==> config.mk <==
export PLATFORM = sky130hd
export DESIGN_NAME = adder_tpg_stream
export DESIGN_NICKNAME = d
export VERILOG_FILES = /design/src/rtl/adder_tpg_stream.sv
export SDC_FILE = /design/constraint.sdc
export NUM_CORES = 1
export LEC_CHECK = 0
export ABC_AREA = 0
export ABC_CLOCK_PERIOD_IN_PS = 6800
export CORE_ASPECT_RATIO = 2
export CORE_MARGIN = 1.5
export CORE_UTILIZATION = 48
export DETAILED_ROUTE_END_ITERATION = 12
export PLACE_DENSITY = 0.71
export SETUP_SLACK_MARGIN = 0.4
export SLEW_MARGIN = 20
export SYNTH_ARGS = -nofsm -noshare
export SYNTH_HDL_FRONTEND = slang
export SYNTH_SLANG_ARGS = --single-unit
==> constraint.sdc <==
create_clock -name clk -period 6.8 [get_ports clk]
set_input_delay 1.36 -clock clk [delete_from_list [all_inputs] [get_ports clk]]
set_output_delay 1.36 -clock clk [all_outputs]
set_load 0.05 [all_outputs]
==> src/rtl/adder_tpg_stream.sv <==
// adder_tpg_stream: bounded operand-pair generator for an adder under test.
// Emits PATTERNS (a, b) pairs over a valid/ready stream. The mode is latched
// on start. The LFSR, the step accumulators and the wrap counter advance
// only when a pattern is transferred.
module adder_tpg_stream #(
  parameter int               WIDTH    = 16,
  parameter int               PATTERNS = 128,
  parameter logic [WIDTH-1:0] SEED     = 16'h0001,
  parameter logic [WIDTH-1:0] TAPS     = 16'hE010,
  parameter int               A_STEP   = 511,
  parameter int               B_STEP   = 509,
  localparam int              IDXW     = $clog2(PATTERNS + 1)
) (
  input  logic             clk,
  input  logic             rst,
  input  logic             start,
  input  logic [1:0]       mode,
  output logic [WIDTH-1:0] a,
  output logic [WIDTH-1:0] b,
  output logic             valid,
  input  logic             ready,
  output logic [IDXW-1:0]  pat_idx,
  output logic             busy,
  output logic             done
);

  localparam int WRW = $clog2(WIDTH);

  localparam logic [1:0] ST_IDLE = 2'd0;
  localparam logic [1:0] ST_RUN  = 2'd1;
  localparam logic [1:0] ST_DONE = 2'd2;

  localparam logic [WIDTH-1:0] ZERO_W    = {WIDTH{1'b0}};
  localparam logic [WIDTH-1:0] ONE_W     = {{(WIDTH-1){1'b0}}, 1'b1};
  localparam logic [WIDTH-1:0] ALL_ONES  = {WIDTH{1'b1}};
  localparam logic [WIDTH-1:0] A_STEP_W  = WIDTH'(A_STEP);
  localparam logic [WIDTH-1:0] B_STEP_W  = WIDTH'(B_STEP);
  localparam logic [IDXW-1:0]  IDX_ZERO  = {IDXW{1'b0}};
  localparam logic [IDXW-1:0]  IDX_ONE   = IDXW'(1);
  localparam logic [IDXW-1:0]  LAST_IDX  = IDXW'(PATTERNS - 1);
  localparam logic [WRW-1:0]   WR_ZERO   = {WRW{1'b0}};
  localparam logic [WRW-1:0]   WR_ONE    = WRW'(1);
  localparam logic [WRW-1:0]   LAST_WRAP = WRW'(WIDTH - 1);

  // Even parity of a word; used as the LFSR feedback bit.
  function automatic logic parity(input logic [WIDTH-1:0] v);
    return ^v;
  endfunction

  // One Fibonacci LFSR step: shift left, feedback into bit 0.
  function automatic logic [WIDTH-1:0] lfsr_next(input logic [WIDTH-1:0] l);
    return {l[WIDTH-2:0], parity(l & TAPS)};
  endfunction

  // Build {a, b} for one pattern from the running index-derived state.
  function automatic logic [2*WIDTH-1:0] pattern(
    input logic [1:0]       m,
    input logic [WIDTH-1:0] l,
    input logic [WIDTH-1:0] acc_a,
    input logic [WIDTH-1:0] acc_b,
    input logic [WIDTH-1:0] cnt,
    input logic [WRW-1:0]   wrap
  );
    logic [WIDTH-1:0] pa;
    logic [WIDTH-1:0] pb;
    logic [WIDTH-1:0] onehot;
    onehot = ONE_W << wrap;
    case (m)
      2'd0: begin
        pa = (ALL_ONES - acc_a) ^ l;
        pb = (ONE_W + acc_b) ^ l;
      end
      2'd1: begin
        pa = onehot;
        pb = ~onehot;
      end
      2'd2: begin
        pa = cnt;
        pb = ~cnt;
      end
      2'd3: begin
        pa = ALL_ONES;
        pb = onehot;
      end
      default: begin
        pa = ZERO_W;
        pb = ZERO_W;
      end
    endcase
    return {pa, pb};
  endfunction

  logic [1:0]       state_r, state_s;
  logic [1:0]       mode_r, mode_s;
  logic [WIDTH-1:0] lfsr_r, lfsr_s;
  logic [WIDTH-1:0] acc_a_r, acc_a_s;
  logic [WIDTH-1:0] acc_b_r, acc_b_s;
  logic [WIDTH-1:0] cnt_r, cnt_s;
  logic [WRW-1:0]   wrap_r, wrap_s;
  logic [IDXW-1:0]  idx_r, idx_s;
  logic [WIDTH-1:0] a_r, a_s;
  logic [WIDTH-1:0] b_r, b_s;
  logic             valid_r, valid_s;
  logic             busy_r, busy_s;
  logic             done_r, done_s;
  logic             xfer_s;

  logic [WIDTH-1:0] lfsr_adv_s;
  logic [WIDTH-1:0] acc_a_adv_s;
  logic [WIDTH-1:0] acc_b_adv_s;
  logic [WIDTH-1:0] cnt_adv_s;
  logic [WRW-1:0]   wrap_adv_s;

  assign xfer_s      = valid_r & ready;
  assign lfsr_adv_s  = lfsr_next(lfsr_r);
  assign acc_a_adv_s = acc_a_r + A_STEP_W;
  assign acc_b_adv_s = acc_b_r + B_STEP_W;
  assign cnt_adv_s   = cnt_r + ONE_W;
  assign wrap_adv_s  = (wrap_r == LAST_WRAP) ? WR_ZERO : (wrap_r + WR_ONE);

  // Next-state logic: accept start in IDLE/DONE, advance on transfer in RUN.
  always_comb begin
    state_s = state_r;
    mode_s  = mode_r;
    lfsr_s  = lfsr_r;
    acc_a_s = acc_a_r;
    acc_b_s = acc_b_r;
    cnt_s   = cnt_r;
    wrap_s  = wrap_r;
    idx_s   = idx_r;
    a_s     = a_r;
    b_s     = b_r;
    valid_s = valid_r;
    busy_s  = busy_r;
    done_s  = done_r;
    case (state_r)
      ST_IDLE, ST_DONE: begin
        if (start) begin
          state_s      = ST_RUN;
          mode_s       = mode;
          lfsr_s       = SEED;
          acc_a_s      = ZERO_W;
          acc_b_s      = ZERO_W;
          cnt_s        = ZERO_W;
          wrap_s       = WR_ZERO;
          idx_s        = IDX_ZERO;
          {a_s, b_s}   = pattern(mode, SEED, ZERO_W, ZERO_W, ZERO_W, WR_ZERO);
          valid_s      = 1'b1;
          busy_s       = 1'b1;
          done_s       = 1'b0;
        end else begin
          state_s = state_r;
        end
      end
      ST_RUN: begin
        if (xfer_s) begin
          if (idx_r == LAST_IDX) begin
            state_s = ST_DONE;
            valid_s = 1'b0;
            busy_s  = 1'b0;
            done_s  = 1'b1;
          end else begin
            lfsr_s     = lfsr_adv_s;
            acc_a_s    = acc_a_adv_s;
            acc_b_s    = acc_b_adv_s;
            cnt_s      = cnt_adv_s;
            wrap_s     = wrap_adv_s;
            idx_s      = idx_r + IDX_ONE;
            {a_s, b_s} = pattern(mode_r, lfsr_adv_s, acc_a_adv_s, acc_b_adv_s,
                                 cnt_adv_s, wrap_adv_s);
          end
        end else begin
          state_s = ST_RUN;
        end
      end
      default: begin
        state_s = ST_IDLE;
        valid_s = 1'b0;
        busy_s  = 1'b0;
        done_s  = 1'b0;
      end
    endcase
  end

  // State and output registers with asynchronous reset.
  always_ff @(posedge clk or posedge rst) begin
    if (rst) begin
      state_r <= ST_IDLE;
      mode_r  <= 2'd0;
      lfsr_r  <= SEED;
      acc_a_r <= ZERO_W;
      acc_b_r <= ZERO_W;
      cnt_r   <= ZERO_W;
      wrap_r  <= WR_ZERO;
      idx_r   <= IDX_ZERO;
      a_r     <= ZERO_W;
      b_r     <= ZERO_W;
      valid_r <= 1'b0;
      busy_r  <= 1'b0;
      done_r  <= 1'b0;
    end else begin
      state_r <= state_s;
      mode_r  <= mode_s;
      lfsr_r  <= lfsr_s;
      acc_a_r <= acc_a_s;
      acc_b_r <= acc_b_s;
      cnt_r   <= cnt_s;
      wrap_r  <= wrap_s;
      idx_r   <= idx_s;
      a_r     <= a_s;
      b_r     <= b_s;
      valid_r <= valid_s;
      busy_r  <= busy_s;
      done_r  <= done_s;
    end
  end

  assign a       = a_r;
  assign b       = b_r;
  assign valid   = valid_r;
  assign pat_idx = idx_r;
  assign busy    = busy_r;
  assign done    = done_r;

endmodule

==> out/qor.tcl, run 1 <==
set qor(setup-violations-final) 0
set qor(drc_errors) 0
set qor(seq_cells_post_synth) 114
set qor(floorplan.die_area_um2) 15600
set qor(cts.repair.resized) 0
set qor(worst_path_dominant_cell_family) {buffers and inverters}
set qor(cp.arrival_ns) 4.10
set qor(antenna_cells) 0
set qor(instances_no_fill) 1036
set qor(clock_insertion_delay_worst_skew_ns) 0.42
set qor(grt_start_max_net_pins) 66
set qor(power_switching_share_pct) 40.8
set qor(first_pass_iters) 5
set qor(synthArstFlopShare_pct) 100
set qor(power.share.sequential_pct) 31.5
set qor(timing.reg2reg.setup_slack_ns) 3.28
set qor(ctsHoldBuffers) 0
set qor(count_of_boundary_i_o_pins) 49
set qor(synth_cell_types) 65
set qor(report.final.hold_viol_count) 0
set qor(timing.hold.worst.start) {b[1]$_DFFE_PP0P_}
set qor(mapped_avg_cell_area_um2) 8.75
set qor(final_period_minus_worst_setup_slack_ns) 3.83
set qor(register_clock_pin_slew_on_the_reported_worst_setup_and_hold_paths_ns) 0.06
set qor(fin_nets) 851
set qor(number_of_enable_flip_flop_cells_after_synthesis) 0
set qor(ant_nets) 0
set qor(result_of_the_run) {completed}
set qor(worst-path-max-fanout) 46
set qor(worst_r2r_startpoint) {pat_idx[0]$_DFFE_PP0P_}
set qor(power.total_mw) 3.40
set qor(clockRootBuffer) {clkbuf_16}
set qor(min_path_type) {reg -> reg}
set qor(power_leakage_nw) 3.46
set qor(whs_path_depth) 2
set qor(avgViaCountPerCell) 6.08
set qor(critical_path.max_stage_delay_ns) 0.79
set qor(timing.critical_path.cells) {clkdlybuf4s50_1, nand2_1, nor3_2, buf_4, nor2_4, buf_4, a21oi_1, nand2_1, o311ai_0}
set qor(die_height_um) 175
set qor(critical_path.slowest_cell) {nor2_4}
set qor(power_frac_clock_pct) 28.7
set qor(worst-slew-pin-transition_ns) 1.13
set qor(htree_levels) 4
set qor(gp_congestion) 0.937
set qor(logic_pwr_share_pct) 39.7
set qor(timing.slew.headroom_pct) 24.5
set qor(tritoncts) {yes}
set qor(initial_antenna_violation_count) 0
set qor(wire_length_of_the_first_global_routing_pass_mm) 33.0
set qor(ys.flop_type) {dfrtp_1}
set qor(area.growth.synth_to_final_pct) 17.2
set qor(groute.usage.overall_pct) 27.7
set qor(finalMaxSlewViolations) 0
set qor(floorplan.initialDensity_pct) 49.3
set qor(placedCellCount) 1004
set qor(syn_inst) 813
set qor(syn-num-nets) 833
set qor(ctsLongestPathBuffers) 2
set qor(post-dp-hpwl_mm) 14.3
set qor(critical_path.reg2reg.endpoint) {a[15]$_DFFE_PP0P_}
set qor(gr-total-overflow) 0
set qor(synth.yosys.seq_area_share_pct) 40.1
set qor(peakVddDrop_mv) 0.175
set qor(placeableCoreArea_um2) 14400
set qor(maxClockFrequency_mhz) 261
set qor(min_to) {b[1]$_DFFE_PP0P_}
set qor(rows) 62
set qor(timing.max_cap.violations) 0
set qor(crit_required_ns) 7.07
set qor(post_drt_wl_per_cell_um) 19.7
set qor(final_layout_size_suffix_gt1_share_pct) 7.23
set qor(post_cts_buffers) 0
set qor(cellPowerDensity_nw_per_um2) 408
set qor(netSwitchingPower_mw) 1.39
set qor(filler_cell_count) 1291
set qor(synthesis.area_um2) 7110
set qor(finalWirelength_mm) 20.4
set qor(cellInternalPower_mw) 2.01
set qor(critPathCaptureType) {flip-flop}
set qor(rr_worst_depth) 10
set qor(cts_inserted_buffers) 17
set qor(worst-setup-path-type) {in -> reg}
set qor(drtIter0Drc) 388
set qor(setup-tns-final_ns) 0
set qor(rsz0062_at_grt) {no}
set qor(ys_warn_count) 0
set qor(fin_skew_ns) 0.00948
set qor(chipWidth_um) 89.1
set qor(layout_worst_path_cycle_share_pct) 56.4
set qor(first_global_vias) 6405
set qor(critical_path.n_buffers_inverters) 3
set qor(buffer_ports.inserted) 48
set qor(vias) 6299
set qor(clock_sinks) 114
set qor(startpoint_type) {input pin}
[cell usage in the layout, fill, tap and decap left out, drive strengths merged, types with 3 or more instances in the layout]
cell           count
o21ai            107
a211oi             9
a31oi              8
o22a               6
nor2              52
nor3              10
nand2b             4
a22o              24
xnor2             71
and2               4
and4               5
nand2            102
a21oi             47
buf               10
clkinvlp           3
and3              11
nor4               3
o211ai             5
inv               17
clkbuf            20
or3                4
mux2i              6
o221ai             5
nand4              6
nor2b              5
a22oi              3
bufinv             4
xor2              34
clkinv             4
o31ai             14
ha                14
clkdlybuf4s50     48
or4                3
a221oi             6
dfrtp            113
a21o               4
o22ai              6
nand3             25
[per-layer routing]
metal  share of wire [%]  GRT usage, %  up-vias
met3                 4.3          4.53       68
met1                  36          29.3     3065
li1                    -             -     2929
met5                   0             0        -
met4                 5.7          17.2        0
met2                  54          48.9      237
[registers in the layout, indices dropped and copies added (netlist names)]
signal / flops
state_r: 2
busy: 1
cnt_r: 16
lfsr_r: 16
done: 1
b: 16
wrap_r: 4
pat_idx: 8
acc_a_r: 16
acc_b_r: 16
mode_r: 2
a: 16
[final cells by class]
class,count,area (µm²),area share (%)
Timing Repair Buffer,58,556,6.66
Clock buffer,20,467,5.60
Clock inverter,12,179,2.15
Multi-Input combinational cell,624,3980,47.7
Sequential cell,114,2850,34.2
Inverter,16,62.6,0.750
Tap cell,192,240,2.88
[tightest hold or removal path: stages, from the launching register on]
cell     delay, ns
dfrtp_1       0.34
nand2_1       0.05
nand2_1       0.05
[logic make-up after synthesis]
kind of cell,after synthesis,share of synthesized area (%)
flip-flops,114,40.1
buffers and inverters,75,4.29
adder cells (fa/ha/maj),14,2.46
AO/OA/AOI/OAI,258,23.1
multiplexers,6,0.844
XOR/XNOR,105,13.1
AND/OR/NAND/NOR,241,16.1
[power groups by stage]
| stage | combinational, mW | sequential, mW | clock, mW |
|---|---|---|---|
| 3_5_place_dp | 1.34 | 1.08 | 0 |
| 5_1_grt | 1.45 | 1.10 | 1.02 |
| 3_3_place_gp | 1.31 | 1.06 | 0 |
| 2_1_floorplan | 0.861 | 1.18 | 0 |
| 6_report | 1.35 | 1.07 | 0.978 |
| 4_1_cts | 1.35 | 1.07 | 0.984 |
[synthesized netlist by cell type, types with 8 or more instances]
master / n / area share [%]
dfrtp_1: 113 / 40
a22o_1: 24 / 3.0
clkbuf_1: 49 / 2.6
and3_1: 11 / 0.97
a211oi_1: 8 / 0.84
xnor2_1: 70 / 8.6
o31ai_1: 14 / 1.5
o21ai_0: 105 / 7.4
xor2_1: 33 / 4.1
a21oi_1: 47 / 3.3
nor3_1: 9 / 0.63
inv_1: 16 / 0.84
ha_1: 14 / 2.5
a31oi_1: 8 / 0.70
nand2_1: 102 / 5.4
nand3_1: 25 / 1.8
nor2_1: 52 / 2.7
[through the flow]
stage	worst slack [ns]	area, µm²	util (%)	hold slack [ns]
finish	2.97	8340	57.8	0.472
global route	2.79	8340	57.8	0.509
CTS	3.03	8340	57.8	0.478
detailed placement	2.62	7690	53.3	0.469
global placement	2.64	7690	53.3	0.456
floorplan	2.43	7110	-	0.466
[worst max-delay path by stage]
stage / depth (start not counted) / start / slack, ns / end
final: 9 / ready / 2.97 / a[15]$_DFFE_PP0P_
after global routing: 9 / ready / 2.79 / a[15]$_DFFE_PP0P_
after CTS: 9 / ready / 3.03 / a[15]$_DFFE_PP0P_
after detailed placement: 9 / ready / 2.62 / a[15]$_DFFE_PP0P_
after global placement: 9 / ready / 2.64 / a[15]$_DFFE_PP0P_
after floorplan: 1 / rst / 2.43 / a[0]$_DFFE_PP0P_
(Power assumes the default switching activity.)
==> inputs of run 2 (changes only) <==
Settings changed: ABC_CLOCK_PERIOD_IN_PS 6800 to 3750.
Clock period 6.8 ns to 3.75 ns, I/O delays scaled along.
==> run 2 against run 1 <==
- global-route usage rose by 0.24 points
- clock power rose by 63%
- wire length fell by 1.1%
- die area did not move
- highest routed layer unchanged
==> out/qor.tcl, run 2 (same netlist as run 1, synthesis figures left out) <==
set qor(result_of_the_run) {completed}
set qor(peakVddDrop_mv) 0.262
set qor(drtIter0Drc) 518
set qor(finalMaxSlewViolations) 0
set qor(vias) 6292
set qor(gr-total-overflow) 0
set qor(timing.slew.headroom_pct) 40.4
set qor(floorplan.initialDensity_pct) 49.3
set qor(count_of_boundary_i_o_pins) 49
set qor(floorplan.die_area_um2) 15600
set qor(die_height_um) 175
set qor(register_area_um2) 2850
set qor(ctsLongestPathBuffers) 2
set qor(drc_errors) 0
set qor(multi_input_comb_area_um2) 3980
set qor(cellPowerDensity_nw_per_um2) 715
set qor(power.total_mw) 5.97
set qor(min_path_type) {reg -> reg}
set qor(finalWirelength_mm) 20.2
set qor(setup-violations-final) 0
set qor(buffer_ports.inserted) 48
set qor(maxClockFrequency_mhz) 327
set qor(crit_required_ns) 4.05
set qor(rows) 62
set qor(cts_inserted_buffers) 17
set qor(fin_skew_ns) 0.00937
set qor(area.growth.synth_to_final_pct) 17.4
set qor(register_clock_pin_slew_on_the_reported_worst_setup_and_hold_paths_ns) 0.06
set qor(layout_common_cells) {113 x dfrtp_1, 105 x o21ai_0, 102 x nand2_1, 70 x xnor2_1, 51 x nor2_1}
set qor(layout_worst_path_cycle_share_pct) 81.4
set qor(cp.arrival_ns) 3.36
set qor(post_drt_wl_per_cell_um) 19.4
set qor(pre_cts_slack_ns) 0.562
set qor(rsz0062_at_grt) {no}
set qor(report.final.hold_viol_count) 0
set qor(post-route-worst-setup-slack_ns) 0.696
set qor(final_layout_size_suffix_gt1_share_pct) 7.88
set qor(htree_levels) 4
set qor(final_common_cell) {dfrtp_1}
set qor(tritoncts) {yes}
set qor(worst-slew-pin-transition_ns) 0.895
set qor(worst-path-max-fanout) 10
set qor(antenna_cells) 0
set qor(worst-setup-path-type) {reg -> reg}
set qor(final_period_minus_worst_setup_slack_ns) 3.05
set qor(first_pass_iters) 5
set qor(wire_length_of_the_first_global_routing_pass_mm) 33.0
set qor(groute.usage.overall_pct) 27.9
set qor(clock_sinks) 114
set qor(timing.max_cap.violations) 0
set qor(critPathCaptureType) {flip-flop}
set qor(initial_antenna_violation_count) 0
set qor(startpoint_type) {flip-flop}
set qor(setup-tns-final_ns) 0
set qor(power_leakage_nw) 3.47
set qor(placeableCoreArea_um2) 14400
set qor(gp_congestion) 0.927
set qor(avgViaCountPerCell) 6.04
set qor(post-dp-hpwl_mm) 14.4
set qor(ant_nets) 0
set qor(chipWidth_um) 89.1
set qor(grt_start_max_net_pins) 115
set qor(clockRootBuffer) {clkbuf_16}
set qor(first_global_vias) 6292
set qor(fin_nets) 857
set qor(post_cts_buffers) 0
set qor(clock_insertion_delay_worst_skew_ns) 0.42
set qor(filler_cell_count) 1255
run 2: cell count changes in the layout (fill, tap and decap cells not counted), moves of 3 or more:
cell	delta
buf_4	+3
bufinv_16	-3
clkbuf_8	-3
inv_6	+5
run 2: final cells by class:
| type | count | share of cell area, % |
|---|---|---|
| multi-input combinational | 624 | 47.7 |
| sequential | 114 | 34.2 |
| timing repair buffer | 64 | 7.63 |
| clock buffer | 17 | 5.10 |
| tap | 192 | 2.88 |
| clock inverter | 15 | 1.77 |
| inverter | 16 | 0.764 |
run 2: per-layer routing:
| layer | vias up | global-route usage [%] | wire length, µm |
|---|---|---|---|
| met5 | - | 0 | 0 |
| met2 | 279 | 48.5 | 10600 |
| li1 | 2939 | - | - |
| met3 | 82 | 5.24 | 1050 |
| met1 | 2992 | 30.5 | 7240 |
| met4 | 0 | 16.2 | 1250 |
run 2: power breakdown:
group	internal, mW	switching (mW)	total (mW)
combinational	0.980	1.47	2.45
clock	0.928	0.663	1.59
sequential	1.51	0.413	1.93
run 2: worst max-delay path, cell delays in order (launching register included):
cell,delay [ns]
dfrtp_1,0.49
ha_1,0.34
or3_4,0.39
or3_1,0.47
o22a_1,0.34
nor4_4,0.25
nand4bb_2,0.15
xnor2_1,0.16
a221o_1,0.35
run 2: final timing paths:
check	start	end	slack, ns	depth (start not counted)
max	acc_b_r[1]$_DFFE_PP0P_	b[15]$_DFFE_PP0P_	0.70	8
min	b[2]$_DFFE_PP0P_	b[2]$_DFFE_PP0P_	0.48	2
max reg2reg	acc_b_r[1]$_DFFE_PP0P_	b[15]$_DFFE_PP0P_	0.70	8
min reg2reg	b[2]$_DFFE_PP0P_	b[2]$_DFFE_PP0P_	0.48	2
max in group asynchronous	rst	cnt_r[15]$_DFFE_PP0P_	2.39	3
min in group asynchronous	rst	wrap_r[2]$_DFFE_PP0P_	0.82	3
run 2: through the flow:
| step | area [µm²] | utilization [%] | cells | hold WS (ns) |
|---|---|---|---|---|
| finish | 8350 | 57.9 | 1042 | 0.478 |
| global route | 8350 | 57.9 | 1042 | 0.518 |
| CTS | 8320 | 57.7 | 1041 | 0.480 |
| detailed placement | 7750 | 53.7 | 1009 | 0.467 |
| global placement | 7740 | 53.6 | 1008 | 0.458 |
| floorplan | 7120 | - | 813 | 0.466 |
run 2: timing repair:
action,in CTS,in global routing
resized for setup,0,0
hold buffers,0,0
setup endpoints to repair,0,1
